[src/rtl/mux_scan_rx_if.sv]
// Bus between the display-multiplexer scanner (master) and mux_scan_rx (slave):
// raw strobe/digit inputs plus the published frame and error pulses.
interface mux_scan_rx_if;
   logic [5:0] power;
   logic [3:0] disp;
   logic [3:0] h2, h1, m2, m1, s2, s1;
   logic       frame_valid;
   logic       err_onehot, err_bcd, err_order, err_range;
   logic [7:0] err_count;

   modport master (
      output power, disp,
      input  h2, h1, m2, m1, s2, s1,
      input  frame_valid, err_onehot, err_bcd, err_order, err_range, err_count
   );

   modport slave (
      input  power, disp,
      output h2, h1, m2, m1, s2, s1,
      output frame_valid, err_onehot, err_bcd, err_order, err_range, err_count
   );
endinterface

[src/rtl/mux_scan_rx.sv]
// Recovers complete hh:mm:ss frames from a multiplexed 6-digit BCD display scan.
// Optional publish-time range check enabled by `define MUX_SCAN_RX_RANGE_CHECK_EN.
module mux_scan_rx #(
   parameter int STABLE_CYCLES = 4
) (
   input logic         clk,
   input logic         rst_n,
   mux_scan_rx_if.slave bus
);

   // Counter starts at 0 on the second identical sample, so N samples means N-2.
   localparam logic [7:0] STROBE_AT = 8'(STABLE_CYCLES - 2);

   typedef enum logic {HUNT, COLLECT} state_t;

   logic [5:0] power_meta, power_sync;
   logic [3:0] disp_meta, disp_sync;
   logic [9:0] cur_sample, prev_sample;
   logic [7:0] stable_cnt;
   logic       sample_match, strobe;

   logic       is_onehot, range_ok;
   logic [2:0] digit_idx;

   state_t     state, state_next;
   logic [2:0] expected, expected_next;
   logic [3:0] shadow [6];
   logic       store_en, publish_en;
   logic       onehot_next, bcd_next, order_next, range_next;
   logic       err_range_q;

   always_ff @(posedge clk or negedge rst_n) begin
      if (!rst_n) begin
         power_meta <= '0;
         power_sync <= '0;
         disp_meta  <= '0;
         disp_sync  <= '0;
      end else begin
         power_meta <= bus.power;
         power_sync <= power_meta;
         disp_meta  <= bus.disp;
         disp_sync  <= disp_meta;
      end
   end

   assign cur_sample   = {power_sync, disp_sync};
   assign sample_match = (cur_sample == prev_sample);
   assign strobe       = sample_match && (stable_cnt == STROBE_AT);

   // Saturating the counter above STROBE_AT guarantees a single strobe per held value.
   always_ff @(posedge clk or negedge rst_n) begin
      if (!rst_n) begin
         prev_sample <= '0;
         stable_cnt  <= '0;
      end else begin
         prev_sample <= cur_sample;
         if (!sample_match)
            stable_cnt <= '0;
         else if (stable_cnt != 8'hFF)
            stable_cnt <= stable_cnt + 8'd1;
      end
   end

   always_comb begin
      digit_idx = '0;
      for (int i = 0; i < 6; i++)
         if (power_sync[i]) digit_idx = 3'(i);
   end

   assign is_onehot = (power_sync != 6'd0) && ((power_sync & (power_sync - 6'd1)) == 6'd0);

`ifdef MUX_SCAN_RX_RANGE_CHECK_EN
   // h2 arrives live with the final strobe; the other digits are already in shadow.
   assign range_ok = (shadow[1] <= 4'd5) && (shadow[3] <= 4'd5) && (disp_sync <= 4'd2) &&
                     !((disp_sync == 4'd2) && (shadow[4] > 4'd3));
`else
   assign range_ok = 1'b1;
`endif

   always_comb begin
      state_next    = state;
      expected_next = expected;
      store_en      = 1'b0;
      publish_en    = 1'b0;
      onehot_next   = 1'b0;
      bcd_next      = 1'b0;
      order_next    = 1'b0;
      range_next    = 1'b0;
      if (strobe && (power_sync != 6'd0)) begin
         if (!is_onehot) begin
            onehot_next   = 1'b1;
            state_next    = HUNT;
            expected_next = '0;
         end else if (disp_sync > 4'd9) begin
            bcd_next      = 1'b1;
            state_next    = HUNT;
            expected_next = '0;
         end else begin
            case (state)
               HUNT: begin
                  if (digit_idx == 3'd0) begin
                     store_en      = 1'b1;
                     expected_next = 3'd1;
                     state_next    = COLLECT;
                  end
               end
               COLLECT: begin
                  if (digit_idx == expected) begin
                     store_en = 1'b1;
                     if (digit_idx == 3'd5) begin
                        state_next    = HUNT;
                        expected_next = '0;
                        publish_en    = range_ok;
                        range_next    = !range_ok;
                     end else begin
                        expected_next = expected + 3'd1;
                     end
                  end else if (digit_idx == 3'd0) begin
                     order_next    = 1'b1;
                     store_en      = 1'b1;
                     expected_next = 3'd1;
                  end else begin
                     order_next    = 1'b1;
                     state_next    = HUNT;
                     expected_next = '0;
                  end
               end
               default: begin
                  state_next    = HUNT;
                  expected_next = '0;
               end
            endcase
         end
      end
   end

   always_ff @(posedge clk or negedge rst_n) begin
      if (!rst_n) begin
         state    <= HUNT;
         expected <= '0;
         for (int i = 0; i < 6; i++) shadow[i] <= '0;
      end else begin
         state    <= state_next;
         expected <= expected_next;
         if (store_en) shadow[digit_idx] <= disp_sync;
      end
   end

   // Publishing on the index-5 strobe edge takes h2 straight from the synchronizer.
   always_ff @(posedge clk or negedge rst_n) begin
      if (!rst_n) begin
         bus.h2          <= '0;
         bus.h1          <= '0;
         bus.m2          <= '0;
         bus.m1          <= '0;
         bus.s2          <= '0;
         bus.s1          <= '0;
         bus.frame_valid <= 1'b0;
         bus.err_onehot  <= 1'b0;
         bus.err_bcd     <= 1'b0;
         bus.err_order   <= 1'b0;
         err_range_q     <= 1'b0;
         bus.err_count   <= '0;
      end else begin
         bus.frame_valid <= publish_en;
         bus.err_onehot  <= onehot_next;
         bus.err_bcd     <= bcd_next;
         bus.err_order   <= order_next;
         err_range_q     <= range_next;
         if (publish_en) begin
            bus.h2 <= disp_sync;
            bus.h1 <= shadow[4];
            bus.m2 <= shadow[3];
            bus.m1 <= shadow[2];
            bus.s2 <= shadow[1];
            bus.s1 <= shadow[0];
         end
         if ((bus.err_onehot || bus.err_bcd || bus.err_order || err_range_q) &&
             (bus.err_count != 8'hFF))
            bus.err_count <= bus.err_count + 8'd1;
      end
   end

`ifdef MUX_SCAN_RX_RANGE_CHECK_EN
   assign bus.err_range = err_range_q;
`else
   assign bus.err_range = 1'b0;
`endif

endmodule
[src/flat_wrapper.sv]
// flat-port wrapper written by rule: the top's interface ports become plain ports
module mux_scan_rx_flat 
#(
   parameter int STABLE_CYCLES = 4
)
  (clk, rst_n, bus_power, bus_disp, bus_h2, bus_h1, bus_m2, bus_m1, bus_s2, bus_s1, bus_frame_valid, bus_err_onehot, bus_err_bcd, bus_err_order, bus_err_range, bus_err_count);
  mux_scan_rx_if bus_i ();
  input logic clk;
  input logic rst_n;
  input wire logic [$bits(bus_i.power)-1:0] bus_power;
  input wire logic [$bits(bus_i.disp)-1:0] bus_disp;
  output wire logic [$bits(bus_i.h2)-1:0] bus_h2;
  output wire logic [$bits(bus_i.h1)-1:0] bus_h1;
  output wire logic [$bits(bus_i.m2)-1:0] bus_m2;
  output wire logic [$bits(bus_i.m1)-1:0] bus_m1;
  output wire logic [$bits(bus_i.s2)-1:0] bus_s2;
  output wire logic [$bits(bus_i.s1)-1:0] bus_s1;
  output wire logic [$bits(bus_i.frame_valid)-1:0] bus_frame_valid;
  output wire logic [$bits(bus_i.err_onehot)-1:0] bus_err_onehot;
  output wire logic [$bits(bus_i.err_bcd)-1:0] bus_err_bcd;
  output wire logic [$bits(bus_i.err_order)-1:0] bus_err_order;
  output wire logic [$bits(bus_i.err_range)-1:0] bus_err_range;
  output wire logic [$bits(bus_i.err_count)-1:0] bus_err_count;
  assign bus_i.power = bus_power;
  assign bus_i.disp = bus_disp;
  assign bus_h2 = bus_i.h2;
  assign bus_h1 = bus_i.h1;
  assign bus_m2 = bus_i.m2;
  assign bus_m1 = bus_i.m1;
  assign bus_s2 = bus_i.s2;
  assign bus_s1 = bus_i.s1;
  assign bus_frame_valid = bus_i.frame_valid;
  assign bus_err_onehot = bus_i.err_onehot;
  assign bus_err_bcd = bus_i.err_bcd;
  assign bus_err_order = bus_i.err_order;
  assign bus_err_range = bus_i.err_range;
  assign bus_err_count = bus_i.err_count;
  mux_scan_rx #(.STABLE_CYCLES(STABLE_CYCLES)) u_core (.clk(clk), .rst_n(rst_n), .bus(bus_i));
endmodule
[config.mk]
export PLATFORM = sky130hd
export DESIGN_NAME = mux_scan_rx_flat
export DESIGN_NICKNAME = d
export VERILOG_FILES = /design/src/rtl/mux_scan_rx_if.sv /design/src/rtl/mux_scan_rx.sv /design/src/flat_wrapper.sv
export SDC_FILE = /design/constraint.sdc
export NUM_CORES = 1
export LEC_CHECK = 0
export CORE_MARGIN = 3
export CORE_UTILIZATION = 30
export CTS_BUF_LIST = sky130_fd_sc_hd__clkbuf_8
export DETAILED_ROUTE_END_ITERATION = 8
export SETUP_SLACK_MARGIN = 0.05
export SYNTH_ARGS = -nofsm -noshare
export SYNTH_HDL_FRONTEND = slang
export SYNTH_SLANG_ARGS = --single-unit
[constraint.sdc]
create_clock -name clk -period 2.4 [get_ports clk]
set_input_delay 0.72 -clock clk [delete_from_list [all_inputs] [get_ports clk]]
set_output_delay 0.72 -clock clk [all_outputs]
set_load 0.005 [all_outputs]
==> reports/metrics.cfg, run 1 <==
[setup_path]
cp_slowest_stage_delay_ns=0.46
r2r_cells=9
crit_top_cell=buf_6
worst-path-max-fanout=7
crit_required_ns=2.66
crit_slowest_cell=or4b_4
critPathArrivalTime_ns=2.73
critical_path.cell_chain=inv_1 > ha_1 > or4b_4 > a211oi_4 > nand4bb_4 > nor4_4 > buf_6 > buf_6 > mux2_4
crit_path_start_kind=flip-flop
crit_path_end_kind=flip-flop
critPathKind=flip-flop to flip-flop

[yosys]
syn_inst=285
synth_edf_count=0
avgSynthCellArea_um2=14.2
ys_ff_latch=98
synth_area_um2=4030
synth_cell_type_count=55
syn-num-nets=301
netlist_top_cells_count=98 x dfrtp_1, 23 x mux2_2, 19 x mux2_1
synthArstFlopShare=1.00
ys_warn_count=0
yosysSeqAreaShare=0.608
synth.most_common_cell=dfrtp_1
synth_top_cell_area_share=0.608
yosys.area.top_type=dfrtp_1
synth_ff_type=dfrtp_1
synth_area_leaders=dfrtp_1 61%, mux2_2 6.4%, mux2_1 5.3%

[global_route]
track_usage=0.118
antenna_found_initial=0
grt_max_degree=42
grt_pass1_vias=2716
overflow=0
grt_first_pass_wirelength_um=13800

[run_status]
status=finished, violations left
violations=negative setup slack

[cts]
cts_tree=built
cts.root.buffer_cell=clkbuf_8
clkTransAtPathRegs_ns=0.09
hold_buffers=0
h-tree-depth=3
cts_buffers=9
cts.sinks=98
clock_path_buffers=2
clk-insertion-delay-late_ns=0.37

[power_and_ir_drop]
p_total_mw=2.84
p_int_mw=2.17
power_density_nw_per_um2=517
sequentialPowerShare=0.598
leakage_nw=2.53
netSwitchingPower_uw=675
clkPwrFrac=0.352
pwr-share-comb=0.050
switching_share=0.238
peakVddDrop_mv=0.219

[detailed_routing]
final_antenna_net_count=0
firstDrtPassIters=4
drt_iter0_drc=127
drt-total-wl_um=8470
dr_total_vias=2557
wl_per_cell_um=15.4
route.detailed.drc=0
drt-vias-per-instance=4.64

[layout]
diodes=0
fill_cells=1134
multi_input_area_um2=1730
synthToLayoutAreaGrowth_pct=36.4
fin_util=0.427
num-nets-final=391
drive_gt1_frac=0.338
final_cells=551
final-seq-area_um2=2460

[floorplanning]
die_h_um=122
coreArea_um2=12900
num_rows=41
dieArea_um2=14900
die_w_um=122
num_io_pins=49
start_util=0.313

[place]
place.gp.congestion=0.750
dp_cells=530
hpwlAfterDp_um=5640
port_buffers=47

[sta]
finalSetupViolCount=32
timing.hold.ws_ns=0.339
relSlewSlack=0.625
fin_ws_ns=-0.0739
finalHoldViolCount=0
setup-tns-final_ns=-1.72
fmax_ghz=0.404
skew_ns=0.00564
period_share=1.03
worstMarginPinSlew_ns=0.562
rsz0062_at_grt=true
min_period_ns=2.47
slew_viol_final=0

[flow_run]
maxCapViolCount=0

[hold_path]
hp-class=input port to async pin

## cells by family (layout without fill, tap and decap cells)
logic type / after synthesis / after routing / share of synthesized area
flops: 98 / 98 / 0.608
simple gates: 73 / 73 / 0.126
mux: 46 / 46 / 0.132
compound gates: 28 / 28 / 0.0561
xor+xnor: 20 / 20 / 0.0434
buf+inv: 15 / 109 / 0.0211
fa+ha+maj: 4 / 4 / 0.0124
other cells: 1 / 1 / 0.000930
## layout make-up
| class | count | area share |
|---|---|---|
| Sequential cell | 98 | 0.446 |
| Multi-Input combinational cell | 172 | 0.314 |
| Timing Repair Buffer | 91 | 0.166 |
| Tap cell | 172 | 0.0391 |
| Clock buffer | 11 | 0.0275 |
| Clock inverter | 4 | 0.00500 |
| Inverter | 3 | 0.00205 |
## layout by cell type, fill, tap and decap left out, drive strengths merged, types with 6 or more instances in the layout
master          n
mux2           46
xnor2          11
nor4           10
buf            43
xor2            9
clkdlybuf4s50  46
clkbuf         13
a211oi          6
nor2           12
dfrtp          98
nand2           9
## stage by stage
stage | worst slack (ns) | instance area (um2)
2_1_floorplan | -0.156 | 4030
4_1_cts | -0.0877 | 5330
3_3_place_gp | -0.111 | 4980
3_5_place_dp | -0.150 | 4980
6_report | -0.0739 | 5500
5_1_grt | -0.174 | 5500
## sequential cells by signal, indices dropped and copies added, names as in the netlist, 3 cells and up
signal	cells
u_core.bus.err_count	8
u_core.bus.h1	4
u_core.bus.h2	4
u_core.bus.m1	4
u_core.bus.m2	4
u_core.bus.s1	4
u_core.bus.s2	4
u_core.disp_meta	4
u_core.disp_sync	4
u_core.expected	3
u_core.power_meta	6
u_core.power_sync	6
u_core.prev_sample	10
u_core.shadow	20
u_core.stable_cnt	8
## timing repair
action | 4_1_cts | 5_1_grt
gates resized for setup | 35 | 28
pin swaps | 3 | 9
buffers inserted | 2 | 1
hold endpoints to repair | 0 | 0
cloned | 0 | 3
endpoints found under the setup margin | 48 | 48
## worst paths after layout
path                                                   from                             end  slack, ns
max                        u_core.stable_cnt[0]$_DFFE_PN0P_    u_core.bus.m2[3]$_DFFE_PN0P_      -0.07
min reg2reg                   u_core.disp_meta[0]$_DFF_PN0_   u_core.disp_sync[0]$_DFF_PN0_       0.35
max reg2reg                u_core.stable_cnt[0]$_DFFE_PN0P_    u_core.bus.m2[3]$_DFFE_PN0P_      -0.07
min                                                   rst_n   u_core.disp_meta[3]$_DFF_PN0_       0.34
max in group asynchronous                             rst_n  u_core.power_sync[1]$_DFF_PN0_       1.47
min in group clk              u_core.disp_meta[0]$_DFF_PN0_   u_core.disp_sync[0]$_DFF_PN0_       0.35
## power by group through the flow
stage | clock network (mW) | registers (mW) | logic [mW]
floorplan | 0 | 1.72 | 0.0572
global placement | 0 | 1.73 | 0.140
detailed placement | 0 | 1.73 | 0.142
CTS | 1.04 | 1.70 | 0.146
global route | 1.10 | 1.70 | 0.161
finish | 1.00 | 1.70 | 0.143
## worst max-delay path, delay by kind of cell (launching register included)
kind / cells / cell delay, ns
AO/OA/AOI/OAI: 1 / 0.26
flip-flops: 1 / 0.38
buffers and inverters: 3 / 0.41
multiplexers: 1 / 0.30
adder cells (fa/ha/maj): 1 / 0.12
AND/OR/NAND/NOR: 3 / 0.88
## metal layers
metal	global-route usage	share of wire	vias up
met1	0.161	0.48	1296
met3	0.0274	0.032	12
met5	0	0	-
met4	0.0476	0.018	0
met2	0.183	0.47	44
li1	-	-	1205
(Power assumes the default switching activity.)
==> run 2: changes to the inputs <==
SKIP_LAST_GASP = 1   (was not set)
==> results of run 2 <==
The final DEF is identical to that of run 1; final timing and power are the same.
